==> src/rtl/store_buffer.sv <==
// store_buffer: post-LSU store queue.
//   Holds translated, exception-free stores speculatively until the ROB
//   retires them, then drains committed stores in order to the dbus. Also
//   flags pending loads that overlap any buffered store.
//
// Ports:
//   clk, rst          clock, asynchronous active-high reset
//   flush             discard uncommitted entries (committed ones survive)
//   push, push_req    enqueue a store request
//   full, empty       occupancy flags (from registered pointers only)
//   commit            ROB retired the oldest uncommitted store
//   dbus_req          head store presented to the dbus (zero when idle)
//   dbus_request      head entry is committed and being presented
//   dbus_ready        dbus accepted dbus_req this cycle
//   query_paddr/_byteenable  address and bytes of a pending load
//   query_conflict    load overlaps a buffered store
//   committed_cnt     committed, not yet drained entries
//
// Optional feature (macro STORE_BUFFER_FWD_EN):
//   adds fwd_hit / fwd_data. When the youngest overlapping store covers all
//   bytes of the load, its data is forwarded and query_conflict stays low.

package store_buffer_pkg;
  typedef struct packed {
    logic        read;
    logic        write;
    logic        invalidate;
    logic        invalidate_icache;
    logic        uncached;
    logic [31:0] paddr;
    logic [3:0]  byteenable;
    logic [31:0] wrdata;
  } data_memreq_t;
endpackage

module store_buffer
  import store_buffer_pkg::*;
#(
  parameter int DEPTH = 8,
  localparam int PTR_W = $clog2(DEPTH)
) (
  input  logic               clk,
  input  logic               rst,
  input  logic               flush,
  input  logic               push,
  input  data_memreq_t       push_req,
  output logic               full,
  output logic               empty,
  input  logic               commit,
  output data_memreq_t       dbus_req,
  output logic               dbus_request,
  input  logic               dbus_ready,
  input  logic [31:0]        query_paddr,
  input  logic [3:0]         query_byteenable,
  output logic               query_conflict,
  output logic [PTR_W:0]     committed_cnt
`ifdef STORE_BUFFER_FWD_EN
  ,
  output logic               fwd_hit,
  output logic [31:0]        fwd_data
`endif
);

  typedef logic [PTR_W:0]   ptr_t;
  typedef logic [PTR_W-1:0] idx_t;

  // Pointers carry a wrap bit so head == tail is unambiguous (empty vs full).
  ptr_t head_q, head_d;
  ptr_t cptr_q, cptr_d;
  ptr_t tail_q, tail_d;
  ptr_t count;

  data_memreq_t mem_q [DEPTH];

  logic push_ok;
  logic commit_ok;
  logic drain_ok;

  assign count         = tail_q - head_q;
  assign committed_cnt = cptr_q - head_q;
  assign full          = (count == ptr_t'(DEPTH));
  assign empty         = (count == '0);
  assign dbus_request  = (head_q != cptr_q);

  assign push_ok   = push & ~full & ~flush;
  // Compared against the registered tail, so a store pushed this cycle
  // cannot be committed in the same cycle.
  assign commit_ok = commit & (cptr_q != tail_q);
  assign drain_ok  = dbus_request & dbus_ready;

  always_comb begin
    head_d = drain_ok  ? head_q + ptr_t'(1) : head_q;
    cptr_d = commit_ok ? cptr_q + ptr_t'(1) : cptr_q;
    // Flush rolls tail back to the post-commit cptr; a same-cycle push is lost.
    if (flush) begin
      tail_d = cptr_d;
    end else if (push_ok) begin
      tail_d = tail_q + ptr_t'(1);
    end else begin
      tail_d = tail_q;
    end
  end

  always_ff @(posedge clk or posedge rst) begin
    if (rst) begin
      head_q <= '0;
      cptr_q <= '0;
      tail_q <= '0;
    end else begin
      head_q <= head_d;
      cptr_q <= cptr_d;
      tail_q <= tail_d;
    end
  end

  // Payload storage needs no reset: occupancy comes from the pointers.
  always_ff @(posedge clk) begin
    if (push_ok) begin
      mem_q[tail_q[PTR_W-1:0]] <= push_req;
    end
  end

  always_comb begin
    dbus_req = '0;
    if (dbus_request) begin
      dbus_req                   = mem_q[head_q[PTR_W-1:0]];
      dbus_req.read              = 1'b0;
      dbus_req.write             = 1'b1;
      dbus_req.invalidate        = 1'b0;
      dbus_req.invalidate_icache = 1'b0;
    end
  end

  // Walk entries oldest to youngest so the last match is the youngest one.
  logic        any_match;
  logic [3:0]  young_be;
  logic [31:0] young_data;
  idx_t        slot;

  always_comb begin
    any_match  = 1'b0;
    young_be   = '0;
    young_data = '0;
    slot       = '0;
    for (int k = 0; k < DEPTH; k++) begin
      slot = head_q[PTR_W-1:0] + idx_t'(k);
      if ((ptr_t'(k) < count) &&
          (mem_q[slot].paddr[31:2] == query_paddr[31:2]) &&
          (|(mem_q[slot].byteenable & query_byteenable))) begin
        any_match  = 1'b1;
        young_be   = mem_q[slot].byteenable;
        young_data = mem_q[slot].wrdata;
      end
    end
  end

`ifdef STORE_BUFFER_FWD_EN
  logic fwd_cover;
  assign fwd_cover      = ((young_be & query_byteenable) == query_byteenable);
  assign fwd_hit        = any_match & fwd_cover;
  assign fwd_data       = fwd_hit ? young_data : '0;
  assign query_conflict = any_match & ~fwd_cover;
`else
  logic [35:0] unused_young;
  assign unused_young   = {young_be, young_data};
  assign query_conflict = any_match;
`endif

endmodule

==> config.mk <==
export PLATFORM = sky130hd
export DESIGN_NAME = store_buffer
export DESIGN_NICKNAME = d
export VERILOG_FILES = /design/src/rtl/store_buffer.sv
export SDC_FILE = /design/constraint.sdc
export NUM_CORES = 1
export LEC_CHECK = 0
export BUFFER_PORTS_ARGS = -buffer_cell sky130_fd_sc_hd__buf_4
export CAP_MARGIN = 10
export CORE_MARGIN = 1.5
export CORE_UTILIZATION = 57
export CTS_CLUSTER_SIZE = 8
export DETAILED_ROUTE_END_ITERATION = 16
export MAX_ROUTING_LAYER = met4
export PLACE_DENSITY = 0.9
export SYNTH_ARGS = -nofsm -noshare
export SYNTH_HDL_FRONTEND = slang
export SYNTH_SLANG_ARGS = --single-unit
==> constraint.sdc <==
create_clock -name clk -period 9.1 [get_ports clk]
set_clock_uncertainty 0.15 [all_clocks]
set_input_delay 0.91 -clock clk [delete_from_list [all_inputs] [get_ports clk]]
set_output_delay 0.91 -clock clk [all_outputs]
set_load 0.1 [all_outputs]
After elaboration in Yosys (flattened, before gate mapping)
Memories as Yosys holds them, arrays and structs flattened.
Cells that the tools add are included.
- register bits: 12
- memory bits (writable): 584
- input port bits: 115
- output and inout port bits: 81
- word-level logic and storage cells: 89
- memories: 1
- add/subtract/negate cells: 12
- magnitude comparators: 8
- equal/unequal tests: 11
- multiplexer cells: 14
- bitwise gates (word level): 14
- reduce and logical (&&, ||, !) cells: 26
- memory list (memory ; depth ; width ; read ports ; clocked after Yosys merged registers in ; wr ports ; line ; text):
    mem_q ; 8 ; 73 ; 8 ; 0 ; 1 ; 73 ; data_memreq_t mem_q [DEPTH];
- operator list (kind ; count):
    30-bit == test ; 8
    72-bit 2-to-1 mux ; 1
    4-bit bitwise AND ; 8
    4-bit OR reduction ; 8
    1-bit logical AND ; 16
    3-bit by 4-bit less-than comparator with 1-bit output, first input constant ; 4
    3-bit adder, second input constant ; 4
    4-bit by 1-bit adder with 4-bit output, second input constant ; 3
    4-bit 2-to-1 mux ; 3
    1-bit 2-to-1 mux ; 10
    1-bit by 4-bit less-than comparator with 1-bit output, first input constant ; 2
    2-bit by 4-bit less-than comparator with 1-bit output, first input constant ; 2
    4-bit != test ; 2
    4-bit subtractor ; 2
    3-bit by 2-bit adder with 3-bit output, second input constant ; 2
    1-bit bitwise AND ; 4
    4-bit == test, second input constant ; 1
    4-bit zero test ; 1
    3-bit by 1-bit adder with 3-bit output, second input constant ; 1
    1-bit NOT ; 2
    2-bit nonzero test ; 1

Depth between registers and ports, before layout
Gate-level depths: netlist (run 1).
- depth in word-level cells: 12
- gate-level depth with buffers: 23
- depth with buffers taken out: 12

Worst setup path after synthesis (run 1)
OpenSTA, ideal clock, no wires.
- kind: reg2reg
- start: register head_q[1]
- end: memory mem_q[4][0] (netlist name) (enable)
- library setup time: 0.666 ns
- arrival time: 9.765 ns
- data required time: 8.284 ns
- path slack: -1.481 ns
- cell stages (with the launch flop): 14
- path buffers: 5
- period minus slack after synthesis: 10.581 ns
- path through: dfrtp_1 -> buf_2 -> buf_4 -> buf_2 -> buf_2 -> buf_4 -> inv_1 -> ha_1 -> nand3b_1 -> nand2_1 -> xnor2_1 -> nor3_1 -> nand2b_1 -> nor4_1
- word-level cells in the longest chain between the ends: 7
- RTL lines (what ; line ; text):
    from (decl) ; 68 ; ptr_t head_q, head_d;
    from (signal assigned) ; 106 ; head_q <= '0;
    from (signal assigned) ; 110 ; head_q <= head_d;
    4-bit subtractor ; 79 ; assign count = tail_q - head_q;
    4-bit == test ; 81 ; assign full = (count == ptr_t'(DEPTH));
    via full ; 47 ; output logic full,
    1-bit NOT ; 85 ; assign push_ok = push & ~full & ~flush;
    1-bit bitwise AND (2 in a row) ; 85 ;
    1-bit 2-to-1 mux ; 118 ; if (push_ok) begin
    1-bit 2-to-1 mux (not written as such) ; 119 ; mem_q[tail_q[PTR_W-1:0]] <= push_req;
    to (decl) ; 73 ;
The timed path passes the listed nets, and every way through them passes these cells.

Worst setup path after layout (run 1)
- start: register head_q[1]
- end: output query_conflict
- word-level cells in the longest chain between the ends: 12
- elaborated cells between the ends (all ways): 65
- RTL lines (what ; line ; text):
    3-bit by 1-bit adder with 3-bit output (tied with other cells) ; 146 ; slot = head_q[PTR_W-1:0] + idx_t'(k);
    memory 8 x 73 bit (tied with other cells) ; -- ;
    30-bit == test (tied with other cells) ; 148 ; (mem_q[slot].paddr[31:2] == query_paddr[31:2]) &&
    1-bit logical AND (tied with other cells) ; 147 ; if ((ptr_t'(k) < count) &&
    1-bit logical AND / 1-bit 2-to-1 mux (equally long branches) ; 148, 147 ;
    1-bit 2-to-1 mux (6 in a row) ; 147 ;
    1-bit 2-to-1 mux (*) ; 147 ;
    to (decl) ; 55 ; output logic query_conflict,
Mark *: on every way between the ends. The rest lies on a longest branch, timed or not.

==> flow_metrics.tcl, run 1 <==
set metrics [dict create \
    status "complete, no violations" \
    wl_met2_um 58900 \
    die_h_um 254 \
    syn_to_final_growth_pct 12.2 \
    grt_max_degree 129 \
    die_area_mm2 0.0645 \
    cp-start-kind "flop" \
    initial_core_util 0.579 \
    nNetsFinal 2641 \
    syn_area_mm2 0.0359 \
    crit_slowest_cell "dfrtp_4" \
    cts_resized 0 \
    synth_mux_area_frac 0.329 \
    yosysMostFrequentCell "edfxtp_1" \
    synth.distinct_cells 71 \
    arrival_ns 6.78 \
    synth-simple-area-share 0.0549 \
    fmax_ghz 0.128 \
    drive_gt1_frac 0.318 \
    worst_pin_slew_ns 1.30 \
    wirelength_um 123000 \
    slew_viol_final 0 \
    clock_path_buffers 3 \
    startpoint "head_q[1]$_DFFE_PP0P_" \
    synthAdderAreaFrac 0.00495 \
    core-area_mm2 0.0619 \
    final_antenna_net_count 0 \
    dp_hpwl_um 80100 \
    yosysTopAreaCell "edfxtp_1" \
    worstSkewPairLatency_ns 0.64 \
    tritoncts "done" \
    dr_wl_met3_um 14500 \
    clock_tree.root_cell "clkbuf_16" \
    finalHoldViolCount 0 \
    rsz0062_at_grt "no" \
    fillerInstances 4165 \
    hold_path.class "in -> async" \
    yosysWarnings 0 \
    post_cts_buffers 0 \
    maxCapViolCount 0 \
    crit_end "query_conflict" \
    seq_area_mm2 0.0169 \
    drc 0 \
    synth_commonest_cells "edfxtp_1 (552), mux4_2 (421), mux2i_1 (205)" \
    gp_congestion 1.08 \
    syn_inst 2392 \
    multi_input_area_mm2 0.0180 \
    synth_top_family_by_area "multiplexers" \
    crit_type "reg -> out" \
    vias_per_cell 7.52 \
    worstSetupEndpointType "primary output" \
    postSynthAreaPerCell_um2 15.0 \
    period_share 0.861 \
    die_w_um 254 \
    crit_fanout 51 \
    tns_ns 0 \
    post-place-ws_ns 2.06 \
    r2r_slack_ns 3.35 \
    crit_required_ns 8.04 \
    reg2reg_to "mem_q[7][57]$_DFFE_PP_" \
    portBuffers 186 \
    drtIter0Drc 3986 \
    synth_top_area_share 0.462 \
    clk_pin_slew_ns 0.05 \
    synth-seq-area-share 0.470 \
    antenna_found_initial 4 \
    crit_path_frequent_cell "buf_4" \
    fin_crit_ns 7.84 \
    synth_edf_count 552 \
    finalSetupViolations 0 \
    wire_per_inst_um 36.2 \
    cts_sinks 564 \
    max_slew_margin 0.127 \
    synth_compound_area_frac 0.0500 \
    synthXorXnorAreaFrac 0.0569 \
    rows 91 \
    io_pins 196 \
    synth.area.top_cells "edfxtp_1 (46%), mux4_2 (26%), mux2i_1 (5.7%)" \
    ff2ff_path_depth 11 \
    regToRegStartpoint "head_q[1]$_DFFE_PP0P_" \
    ctsHoldBuffers 0 \
    htreeDepth 3 \
    synth-seq-cells 564 \
    grt_remaining_overflow 0 \
    cpPeakStageDelay_ns 1.02 \
    num_vias 25500 \
    finalWorstSetupSlack_ns 1.26 \
    synth-async-reset-ratio 0.0213 \
    fin_hold_ws_ns 0.192 \
    synthFlopType "edfxtp_1" \
    grtUsageTotal 0.398 \
    crit_path_cell_trace "inv_1 -> buf_4 -> ha_4 -> buf_4 -> mux2i_1 -> mux2_2 -> o221ai_1 -> a2111oi_0 -> a31oi_1 -> or4b_1 -> or4_1 -> o311ai_1 -> or4_1 -> buf_4" \
    utilization 0.650 \
    wl_met1_um 43400 \
    highest_layer "met4" \
    dr.pass1.iters 5 \
    grt_pass1_wl_um 177000 \
    grt_pass1_vias 24900 \
    cts_buffers 81 \
]
[per-layer routing]
| layer | vias to the layer above | global-route usage |
|---|---|---|
| met1 | 12900 | 0.514 |
| met5 | - | - |
| met4 | 0 | 0.152 |
| met2 | 2200 | 0.619 |
| met3 | 344 | 0.0904 |
| li1 | 10000 | - |
[registers in the layout (all words and copies together) (netlist names)]
register / count
cptr_q: 4
head_q: 4
tail_q: 4
mem_q: 552
[stage by stage]
stage,cell area [µm²],std cells
floorplan,35900,2394
global placement,37900,3267
finish,40300,3388
detailed placement,37900,3267
global route,40300,3387
CTS,40300,3383
[worst min-delay path by stage]
stage	start	end	slack, ns	cells after the start
after detailed placement	cptr_q[3]$_DFF_PP0_	cptr_q[3]$_DFF_PP0_	0.42	1
final	rst	cptr_q[0]$_DFF_PP0_	0.19	2
after global placement	cptr_q[3]$_DFF_PP0_	cptr_q[3]$_DFF_PP0_	0.39	1
after floorplan	head_q[3]$_DFFE_PP0P_	head_q[3]$_DFFE_PP0P_	0.35	1
after CTS	rst	cptr_q[0]$_DFF_PP0_	0.17	2
after global routing	rst	tail_q[1]$_DFFE_PP0P_	0.20	2
[layout by cell type (no fill, tap or decap), types with 27 or more instances in the layout]
master,count
edfxtp_1,552
mux4_2,421
buf_4,233
mux2i_1,205
xnor2_1,177
nand2_1,149
nor2_1,92
clkbuf_16,81
a21oi_1,66
xor2_1,52
o21ai_0,40
nand3_1,36
nand4_1,31
inv_1,29
o22ai_1,28
nor4_1,27
[logic make-up after synthesis]
kind of cell / after synthesis
DFF: 564
xor gates and xnor gates: 233
muxes: 652
AOI/OAI and AO/OA: 266
other: 1
buffers and inverters: 242
adders and majority gates: 13
and+or+nand+nor: 421
[area by class of cell]
cell class | count | share of cell area
multi-input combinational | 1588 | 0.446
sequential | 564 | 0.419
clock buffer | 106 | 0.0529
timing repair buffer | 240 | 0.0469
tap | 837 | 0.0260
clock inverter | 10 | 0.00497
inverter | 38 | 0.00360
antenna | 5 | 0.000311
[worst max-delay path, delay by kind of cell (launching register included)]
kind                       cells  cell delay [ns]
adders and majority gates      1             0.86
muxes                          2             0.62
DFF                            1             1.02
buffers and inverters          4             1.36
and+or+nand+nor                3             1.33
AOI/OAI and AO/OA              4             0.84
Power of run 1 is not shown: default switching activity piles up to over one toggle a cycle in this logic, so the estimate is an artifact.
==> run 2: changes to the inputs <==
ABC_AREA = 0   (was not set)
MAX_ROUTING_LAYER = not set   (was met4)
==> run 2 against run 1 <==
Compared with the run above: count of clock-buffer cells in the layout is 1 lower; utilization is 0.089 points lower; via count down 0.73%.
==> flow_metrics.tcl, run 2 (synthesis gave the netlist of run 1 again) <==
set metrics [dict create \
    r2r_slack_ns 3.04 \
    period_share 0.891 \
    rows 91 \
    crit_path_cell_trace "inv_1 -> buf_4 -> ha_4 -> buf_4 -> mux4_2 -> mux2i_1 -> xor2_1 -> o21ai_0 -> or4b_1 -> or4_1 -> o311ai_1 -> or4_1 -> buf_4" \
    fmax_ghz 0.123 \
    final_common_cell "edfxtp_1" \
    grtUsageTotal 0.383 \
    drtIter0Drc 3779 \
    cts_buffers 80 \
    post-place-ws_ns 1.86 \
    antenna_found_initial 7 \
    nNetsFinal 2640 \
    worstSkewPairLatency_ns 0.65 \
    fin_crit_ns 8.11 \
    initial_core_util 0.579 \
    final_cell_mix "edfxtp_1 (552), mux4_2 (421), buf_4 (232)" \
    rsz0062_at_grt "no" \
    dp_cells 3267 \
    ctsHoldBuffers 0 \
    die_h_um 254 \
    max_slew_margin 0.113 \
    drc 0 \
    maxCapViolCount 0 \
    finalHoldViolCount 0 \
    hold_path.class "in -> async" \
    syn_to_final_growth_pct 12.1 \
    grt_remaining_overflow 0 \
    tritoncts "done" \
    reg2reg_to "mem_q[2][63]$_DFFE_PP_" \
    status "complete, no violations" \
    regToRegStartpoint "head_q[1]$_DFFE_PP0P_" \
    finalSetupViolations 0 \
    grt_max_degree 130 \
    portBuffers 186 \
    post_cts_buffers 0 \
    worst_pin_slew_ns 1.32 \
    clk_pin_slew_ns 0.05 \
    clock_tree.root_cell "clkbuf_16" \
    crit_required_ns 8.04 \
    clock_path_buffers 3 \
    vias_per_cell 7.48 \
    die_area_mm2 0.0645 \
    crit_path_frequent_cell "buf_4" \
    io_pins 196 \
    wire_per_inst_um 35.9 \
    drive_gt1_frac 0.317 \
    num_vias 25300 \
    final_cells 3381 \
    dr.pass1.iters 10 \
    cpPeakStageDelay_ns 0.99 \
    grt_pass1_vias 24800 \
    crit_type "reg -> out" \
    cp-start-kind "flop" \
    crit_slowest_cell "ha_4" \
    arrival_ns 7.05 \
    ff2ff_path_depth 11 \
    largest_register_ffs 552 \
    tns_ns 0 \
    final_antenna_net_count 0 \
    worstSetupEndpointType "primary output" \
    gp_congestion 1.01 \
    slew_viol_final 0 \
    grt_pass1_wl_um 176000 \
    cts_sinks 564 \
    core-area_mm2 0.0619 \
    finalWorstSetupSlack_ns 0.988 \
    wirelength_um 121000 \
    crit_fanout 60 \
    cts_resized 0 \
    startpoint "head_q[1]$_DFFE_PP0P_" \
    die_w_um 254 \
    dp_hpwl_um 79100 \
    htreeDepth 3 \
]
## run 2: per-layer routing
metal  vias to the layer above  share of wire  GRT usage
met2                      2077           0.49      0.625
li1                       9989              -          -
met4                        12          0.044      0.141
met1                     12900           0.35      0.503
met3                       324           0.12     0.0899
met5                         -        0.00074          0
## run 2: worst max-delay path, delay by kind of cell, from the launching register on
kind	cells	cell delay (ns)
buf+inv	4	1.39
simple gates	3	1.31
fa+ha+maj	1	0.99
flops	1	0.95
mux	2	0.73
xor+xnor	1	0.49
compound gates	2	0.46
## run 2: cell type report
cell class / instances / area (µm²)
Fill cell: 4169 / 21700
Clock inverter: 8 / 178
Clock buffer: 105 / 2100
Inverter: 38 / 145
Multi-Input combinational cell: 1588 / 18000
Tap cell: 837 / 1050
Sequential cell: 564 / 16900
Antenna cell: 1 / 2.50
Timing Repair Buffer: 240 / 1900
## run 2: worst max path at each step
stage | endpoint | slack, ns | cells past startpoint
after floorplan | mem_q[1][0]$_DFFE_PP_ | 0.12 | 14
after global placement | query_conflict | 1.99 | 14
after detailed placement | query_conflict | 1.86 | 14
after CTS | query_conflict | 1.16 | 14
after global routing | query_conflict | 0.74 | 14
final | query_conflict | 0.99 | 13
## run 2: metrics by stage
| step | cell area, µm² | util | hold WS [ns] |
|---|---|---|---|
| 4_1_cts | 40200 | 0.649 | 0.148 |
| 2_1_floorplan | 35900 | - | 0.351 |
| 3_3_place_gp | 37900 | 0.613 | 0.383 |
| 3_5_place_dp | 37900 | 0.613 | 0.377 |
| 5_1_grt | 40200 | 0.649 | 0.209 |
| 6_report | 40200 | 0.649 | 0.159 |
Power of run 2 is left out for the same reason.
